`src/rtl/reg_wr_arbiter.sv`:
```
// Write-port arbiter for the register bank. It picks one of the writeback and memory-load
// requesters each cycle and turns the winner into a registered one-hot load strobe plus data.
module reg_wr_arbiter #(
  parameter int NREG     = 8,
  parameter int AW       = 3,
  parameter int W        = 16,
  parameter int ZERO_REG = 1
) (
  input  logic            clk,
  input  logic            clr_n,
  input  logic            freeze,
  input  logic            wb_req,
  input  logic [AW-1:0]   wb_addr,
  input  logic [W-1:0]    wb_data,
  output logic            wb_gnt,
  input  logic            mem_req,
  input  logic [AW-1:0]   mem_addr,
  input  logic [W-1:0]    mem_data,
  output logic            mem_gnt,
  output logic [NREG-1:0] ld_str,
  output logic [W-1:0]    wr_data,
  output logic            collide
);

  localparam logic LAST_WB  = 1'b0;
  localparam logic LAST_MEM = 1'b1;
  localparam logic ZR_EN    = (ZERO_REG != 0);

  function automatic logic [NREG-1:0] onehot(input logic [AW-1:0] a);
    logic [NREG-1:0] v;
    v    = {NREG{1'b0}};
    v[a] = 1'b1;
    return v;
  endfunction

  logic            last_q, last_d;
  logic [NREG-1:0] ld_str_q, ld_str_d;
  logic [W-1:0]    wr_data_q, wr_data_d;
  logic            collide_q, collide_d;
  logic            active_s, wb_gnt_s, mem_gnt_s, wr_en_s;
  logic [AW-1:0]   sel_addr_s;

  // Grant decision: the requester not served last wins a tie; reset and freeze block all grants.
  always_comb begin
    active_s  = clr_n & ~freeze;
    wb_gnt_s  = active_s & wb_req  & (~mem_req | (last_q == LAST_MEM));
    mem_gnt_s = active_s & mem_req & (~wb_req  | (last_q == LAST_WB));
  end

  // Next-state for round-robin pointer, strobe, data and collision flag.
  always_comb begin
    last_d     = last_q;
    wr_data_d  = wr_data_q;
    sel_addr_s = {AW{1'b0}};
    wr_en_s    = 1'b0;
    if (wb_gnt_s) begin
      last_d     = LAST_WB;
      wr_data_d  = wb_data;
      sel_addr_s = wb_addr;
      wr_en_s    = 1'b1;
    end else if (mem_gnt_s) begin
      last_d     = LAST_MEM;
      wr_data_d  = mem_data;
      sel_addr_s = mem_addr;
      wr_en_s    = 1'b1;
    end else begin
      last_d     = last_q;
      wr_data_d  = wr_data_q;
    end
    // A write to the hardwired zero register completes but must not strobe any slice.
    if (wr_en_s && !(ZR_EN && (sel_addr_s == {AW{1'b0}}))) begin
      ld_str_d = onehot(sel_addr_s);
    end else begin
      ld_str_d = {NREG{1'b0}};
    end
    collide_d = ~freeze & wb_req & mem_req & (wb_addr == mem_addr);
  end

  // State registers; reset clears any pending strobe immediately.
  always_ff @(posedge clk or negedge clr_n) begin
    if (!clr_n) begin
      last_q    <= LAST_MEM;
      ld_str_q  <= {NREG{1'b0}};
      wr_data_q <= {W{1'b0}};
      collide_q <= 1'b0;
    end else begin
      last_q    <= last_d;
      ld_str_q  <= ld_str_d;
      wr_data_q <= wr_data_d;
      collide_q <= collide_d;
    end
  end

  assign wb_gnt  = wb_gnt_s;
  assign mem_gnt = mem_gnt_s;
  assign ld_str  = ld_str_q;
  assign wr_data = wr_data_q;
  assign collide = collide_q;

endmodule

```
`config.mk`:
```
export PLATFORM = sky130hd
export DESIGN_NAME = reg_wr_arbiter
export DESIGN_NICKNAME = d
export VERILOG_FILES = /design/src/rtl/reg_wr_arbiter.sv
export SDC_FILE = /design/constraint.sdc
export NUM_CORES = 1
export LEC_CHECK = 0
export BUFFER_PORTS_ARGS = -buffer_cell sky130_fd_sc_hd__buf_4
export CAP_MARGIN = 20
export CORE_UTILIZATION = 35
export DETAILED_ROUTE_END_ITERATION = 12
export PLACE_DENSITY = 0.77
export SYNTH_ARGS = -nofsm -noshare
export SYNTH_HDL_FRONTEND = slang
export SYNTH_SLANG_ARGS = --single-unit
```
`constraint.sdc`:
```
create_clock -name clk -period 1.3 [get_ports clk]
set_clock_uncertainty 0.05 [all_clocks]
set_input_delay 0.065 -clock clk [delete_from_list [all_inputs] [get_ports clk]]
set_output_delay 0.065 -clock clk [all_outputs]
set_load 0.1 [all_outputs]
```
## After elaboration in Yosys (flattened, before gate mapping)

Cells that the tools add are included.

| storage, ports and cells | value |
|---|---|
| bits in registers | 26 |
| output and inout port bits | 27 |
| memories kept | 0 |
| input port bits | 43 |
| memory bits (writable) | 0 |
| ROM bits | 0 |
| bits in latches | 0 |

| operators by class | value |
|---|---|
| reduce and logical (&&, ||, !) cells | 5 |
| mux-type cells | 11 |
| shift-type cells | 0 |
| $add $sub $neg | 0 |
| bitwise operators | 14 |
| eq/ne operators | 1 |
| order comparisons | 2 |
| multiply operators | 0 |
| divide/modulo/power cells | 0 |

Operator list:

| cell | number |
|---|---|
| $mux 16 | 2 |
| $and 1x1->1 | 8 |
| $mux 8 | 1 |
| $mux 3 | 2 |
| $mux 1 | 5 |
| $lt 3x4->1 const B | 1 |
| $not 1->1 | 4 |
| $demux 1 s3 | 1 |
| $eq 3x3->1 | 1 |
| $ge 3x1->1 const B | 1 |
| $logic_not 3->1 | 1 |
| $logic_and 1x1->1 | 2 |
| $or 1x1->1 | 2 |
| $reduce_bool 2->1 | 1 |
| $logic_not 1->1 | 1 |

## Depth between registers and ports, before layout

| logic depth | value |
|---|---|
| depth after elaboration | 11 |
| mapped depth | 6 |
| mapped depth without buffers | 5 |

## Worst setup path before layout

Ideal clock, no wire load.

| path | value |
|---|---|
| kind | reg2reg |
| from | reg last_q |
| to | reg ld_str_q[1] (netlist: ld_str[1]) |
| cell stages (with the launch flop) | 6 |
| clock period less this slack | 1.715 ns |
| arrival time | 1.599 ns |
| library setup time | 0.066 ns |
| slack | -0.415 ns |
| path buffers | 0 |
| required time | 1.184 ns |
| cell sequence | dfstp_2 -> nand2b_1 -> nand3_2 -> inv_2 -> a22o_1 -> and3_1 |

| on the way | value |
|---|---|
| elaborated cells between the ends (all ways) | 18 |

RTL lines:

| item | RTL line | RTL |
|---|---|---|
| from (decl) | 36 | `logic last_q, last_d;` |
| from (signal assigned) | 87 | `last_q <= last_d;` |
| $or 1x1->1 * | 46 | `wb_gnt_s = active_s & wb_req & (~mem_req \| (last_q == LAST_MEM));` |
| $and 1x1->1 * | 46 |  |
| named net wb_gnt | 15 | `output logic wb_gnt,` |
| $mux 3 | 56 | `if (wb_gnt_s) begin` |
| $lt 3x4->1 (not written as such) or $ge 3x1->1 (tied branches) | 32 | `v[a] = 1'b1;` |
| $logic_and 1x1->1 (not written as such) | 32 |  |
| $mux 1 (not written as such) | 32 |  |
| $demux 1 s3 | 32 |  |
| $mux 8 * | 71 | `if (wr_en_s && !(ZR_EN && (sel_addr_s == {AW{1'b0}}))) begin` |
| named net ld_str_d[1] | 37 | `logic [NREG-1:0] ld_str_q, ld_str_d;` |
| to (signal assigned) | 83 | `ld_str_q <= {NREG{1'b0}};` |
| to (signal assigned) | 88 | `ld_str_q <= ld_str_d;` |
| to (decl) | 37 |  |

Mark *: on every way through the listed nets, which the timed path passes. The rest lies on a longest branch.
A chain may end at the register's enable or synchronous reset.

## Worst setup path in the final report

| path | value |
|---|---|
| from | reg last_q |
| to | out mem_gnt |

| on the way | value |
|---|---|
| word-level cells in the longest chain between the ends | 3 |

RTL lines:

| item | RTL line | RTL |
|---|---|---|
| $not 1->1 | 47 | `mem_gnt_s = active_s & mem_req & (~wb_req \| (last_q == LAST_WB));` |
| $or 1x1->1 | 47 |  |
| $and 1x1->1 | 47 |  |
| to (decl) | 19 | `output logic mem_gnt,` |

Every way passes these cells.

==> summary.txt <==
Job
  – Max cap viols: 0

Die
  – Site Rows: 20
  – Die H: 60.40 um
  – Initial Utilization: around 38%
  – Die Wd: between 60 and 70 um
  – Overall die area: roughly 3600 um^2
  – Core Area: 3153 um^2
  – # IOs: 70

Place
  – Gpl congestion: 0.7858
  – Placed cells: ~240
  – Post-DP HPWL: 2461 um
  – Placement Cell Area: 1836 um^2
  – Pre-CTS setup slack: -0.08055 ns
  – Number of buffers added on ports: 69

Timing
  – Hold Vio Cnt, Final: 0
  – Fin worst setup slack: -0.2099 ns
  – Fin Hold WS: 0.004822 ns
  – Final Cycle Share: 116.1%
  – Count of pins over their slew limit: 0
  – RSZ-0062 raised after global routing: true
  – Final setup vio count: 25
  – Final Critical Period: about 1.5 ns
  – Fmax: 0.6623 GHz

Yosys
  – Post-synthesis cell type count: 29
  – Cells after Synth: around 130
  – Synthesized area per cell: slightly above 9 um^2
  – Top cells by area, synth: dfrtp_1 (52%), nand2_1 (10%), a31oi_1 (8.9%)
  – Cell Area, Synth: approximately 1200 um^2
  – Synth top area share: 52.41%
  – Syn Nets: 172
  – Seq/Total Area, Yosys: a little over half
  – Synth top cells by count: nand2_1 (33), dfrtp_1 (25), nor2_1 (18)
  – Synth warnings: 0
  – Most frequent cell after synthesis: nand2_1
  – Post-synth EDFFs: 0
  – Primary FF master, synth: dfrtp_1
  – #FFs+latches synth: 26
  – Ys async rst share: 100.0%
  – Cell type contributing the most total cell area after synthesis: dfrtp_1

Critical path
  – Worst Setup Start Kind: flop
  – Worst Path Required: roughly 1.2 ns
  – Worst reg2reg startpoint: last_q
  – Crit Reg-Reg Endpoint: ld_str[2]
  – CP bufs+invs: 3
  – Worst path depth: 5
  – Worst R2R Path Depth: 7
  – Crit path arrival time: between 1 and 1.5 ns
  – Slack of the worst reg-to-reg path: -0.20 ns
  – Crit-path slowest cell: dfstp_2
  – Worst setup EP type: primary output
  – Slowest stage delay, CP: ~0.56 ns
  – CP Max Fanout: 6
  – Largest delay share family, worst path: flip-flops
  – CP Class: flop to primary output
  – Cell Chain, Critical Path: buf_4 > nand2_4 > nand3_4 > inv_6 > buf_12

Routing
  – First-pass DRT Iterations: 4
  – Routed WL per cell: roughly 15 um
  – Via/cell ratio: around 5.0
  – Via count: about 1,500
  – DRT antenna net count: 0
  – Routed wire length: between 4000 and 5000 um
  – First DRT Iteration DRCs: 42
  – Residual DRC count: 0

Worst hold path
  – Worst Hold Class: input port to flop
  – Hold_sp: wb_addr[0]
  – Hold path cells: 4
  – Worst hold endpoint: collide

Layout
  – Non-filler cells in the finished layout: roughly 300
  – Design area: approximately 2500 um^2
  – Share of cells above drive strength 1: 50.60%
  – Final nets: roughly 300
  – N_diodes: 0
  – Layout area overhead: 108.9%

Clock tree
  – Clk pin slew, worst setup/hold paths: roughly 0.14 ns
  – Num CTS Buffers: 3
  – Clk sinks: 26
  – H-tree Lvls: 1
  – Clock tree buffer depth: 2
  – Clock Root Buffer: clkbuf_4
  – CTS tree: built
  – Latest clock arrival within the worst-skew pair: ~0.33 ns

Global route
  – Initial antenna violation count: 0
  – Global-route wire length before repair: slightly above 7000 um
  – Total grt overflow: 0
  – Vias in the first global route: about 1,600
  – Largest net degree at the start of global routing: 27
  – Gr usage total: a little over a quarter

Pwr
  – PnR Total Power: ~0.0035 W
  – Pwr dens: between 1000 and 1500 nW/um^2
  – Peak VDD IR: roughly 1300 uV
  – Leak: 1.173 nW

Status
  – Status: finished with violations
  – Violated checks: setup timing
layout make-up:
cell class                 count  area [um^2]
timing repair buffer         124         1121
sequential                    26        671.9
fill                         190        659.4
multi-input combinational     94        564.3
tap                           44        55.05
clock inverter                 1        30.03
inverter                       3        28.78
clock buffer                   3        22.52
sequential cells by signal, indices dropped and copies added (netlist names):
name,count
wr_data,16
collide,1
ld_str,8
last_q,1
worst register-to-register path, cell delays in order, from the launching register on:
cell and delay, ns:
dfstp_2 0.56, buf_4 0.12, nand2_4 0.06, nand3_4 0.09, inv_6 0.07, buf_4 0.13
a22oi_2 0.21, and2_1 0.16
layer usage:
| layer | vias up | part of all wire (%) | track usage [%] |
|---|---|---|---|
| met4 | 0 | 2.1 | 11.63 |
| li1 | 681 | - | - |
| met5 | - | 0 | 0 |
| met2 | 64 | 56 | 52.59 |
| met3 | 8 | 5.2 | 6.610 |
| met1 | 710 | 36 | 26.83 |
how the worst max path moves through the flow:
| stage | from | to | slack [ns] |
|---|---|---|---|
| after floorplan | last_q | ld_str[1] | -0.11 |
| after global routing | last_q | wb_gnt | -0.24 |
| after CTS | last_q | wb_gnt | -0.19 |
| final | last_q | mem_gnt | -0.21 |
| after global placement | last_q | ld_str[1] | -0.03 |
| after detailed placement | last_q | ld_str[6] | -0.08 |
repair_timing:
item,CTS,global route
hold buffers,37,0
resized for setup,22,6
cloned,1,0
setup buffers,9,2
pin swaps,4,4
hold endpoints to repair,46,0
endpoints found under the setup margin,24,25
metrics by stage:
step	util (%)	TNS, ns
after detailed placement	58.21	-1.032
after global placement	58.21	-0.07840
after CTS	77.78	-3.019
final	79.09	-4.103
after floorplan	-	-0.5632
after global routing	79.09	-4.878
power by group:
group | leakage, nW | switching [W] | total, W | internal [W]
sequential | 0.303 | 0.0000890 | 0.00106 | 0.000975
combinational | 0.842 | 0.00133 | 0.00186 | 0.000523
clock | 0.0279 | 0.000249 | 0.000561 | 0.000312
cell usage in the layout (no fill, tap or decap), types with 2 or more instances in the layout:
cell           instances
o21ai_0                2
nand2_1               30
and2_1                 2
nor2_2                 4
dfrtp_1                9
buf_4                 78
a31oi_1               17
nor2_1                14
a211oi_2               2
buf_12                 3
dlygate4sd3_1         37
dfrtp_2               16
xor2_1                 2
nand3_4                2
nand3_1                2
clkbuf_4               3
buf_6                  4
nand2_2                2
kinds of logic (layout without fill, tap and decap cells):
| family | after synthesis | in the layout | share of synthesized area, % |
|---|---|---|---|
| buf+inv | 9 | 131 | 3.563 |
| compound gates | 27 | 27 | 15.93 |
| other cells | 1 | 1 | 0.3142 |
| simple gates | 63 | 63 | 23.38 |
| flops | 26 | 26 | 54.61 |
| xor+xnor | 3 | 3 | 2.202 |
(Power assumes the default switching activity.)
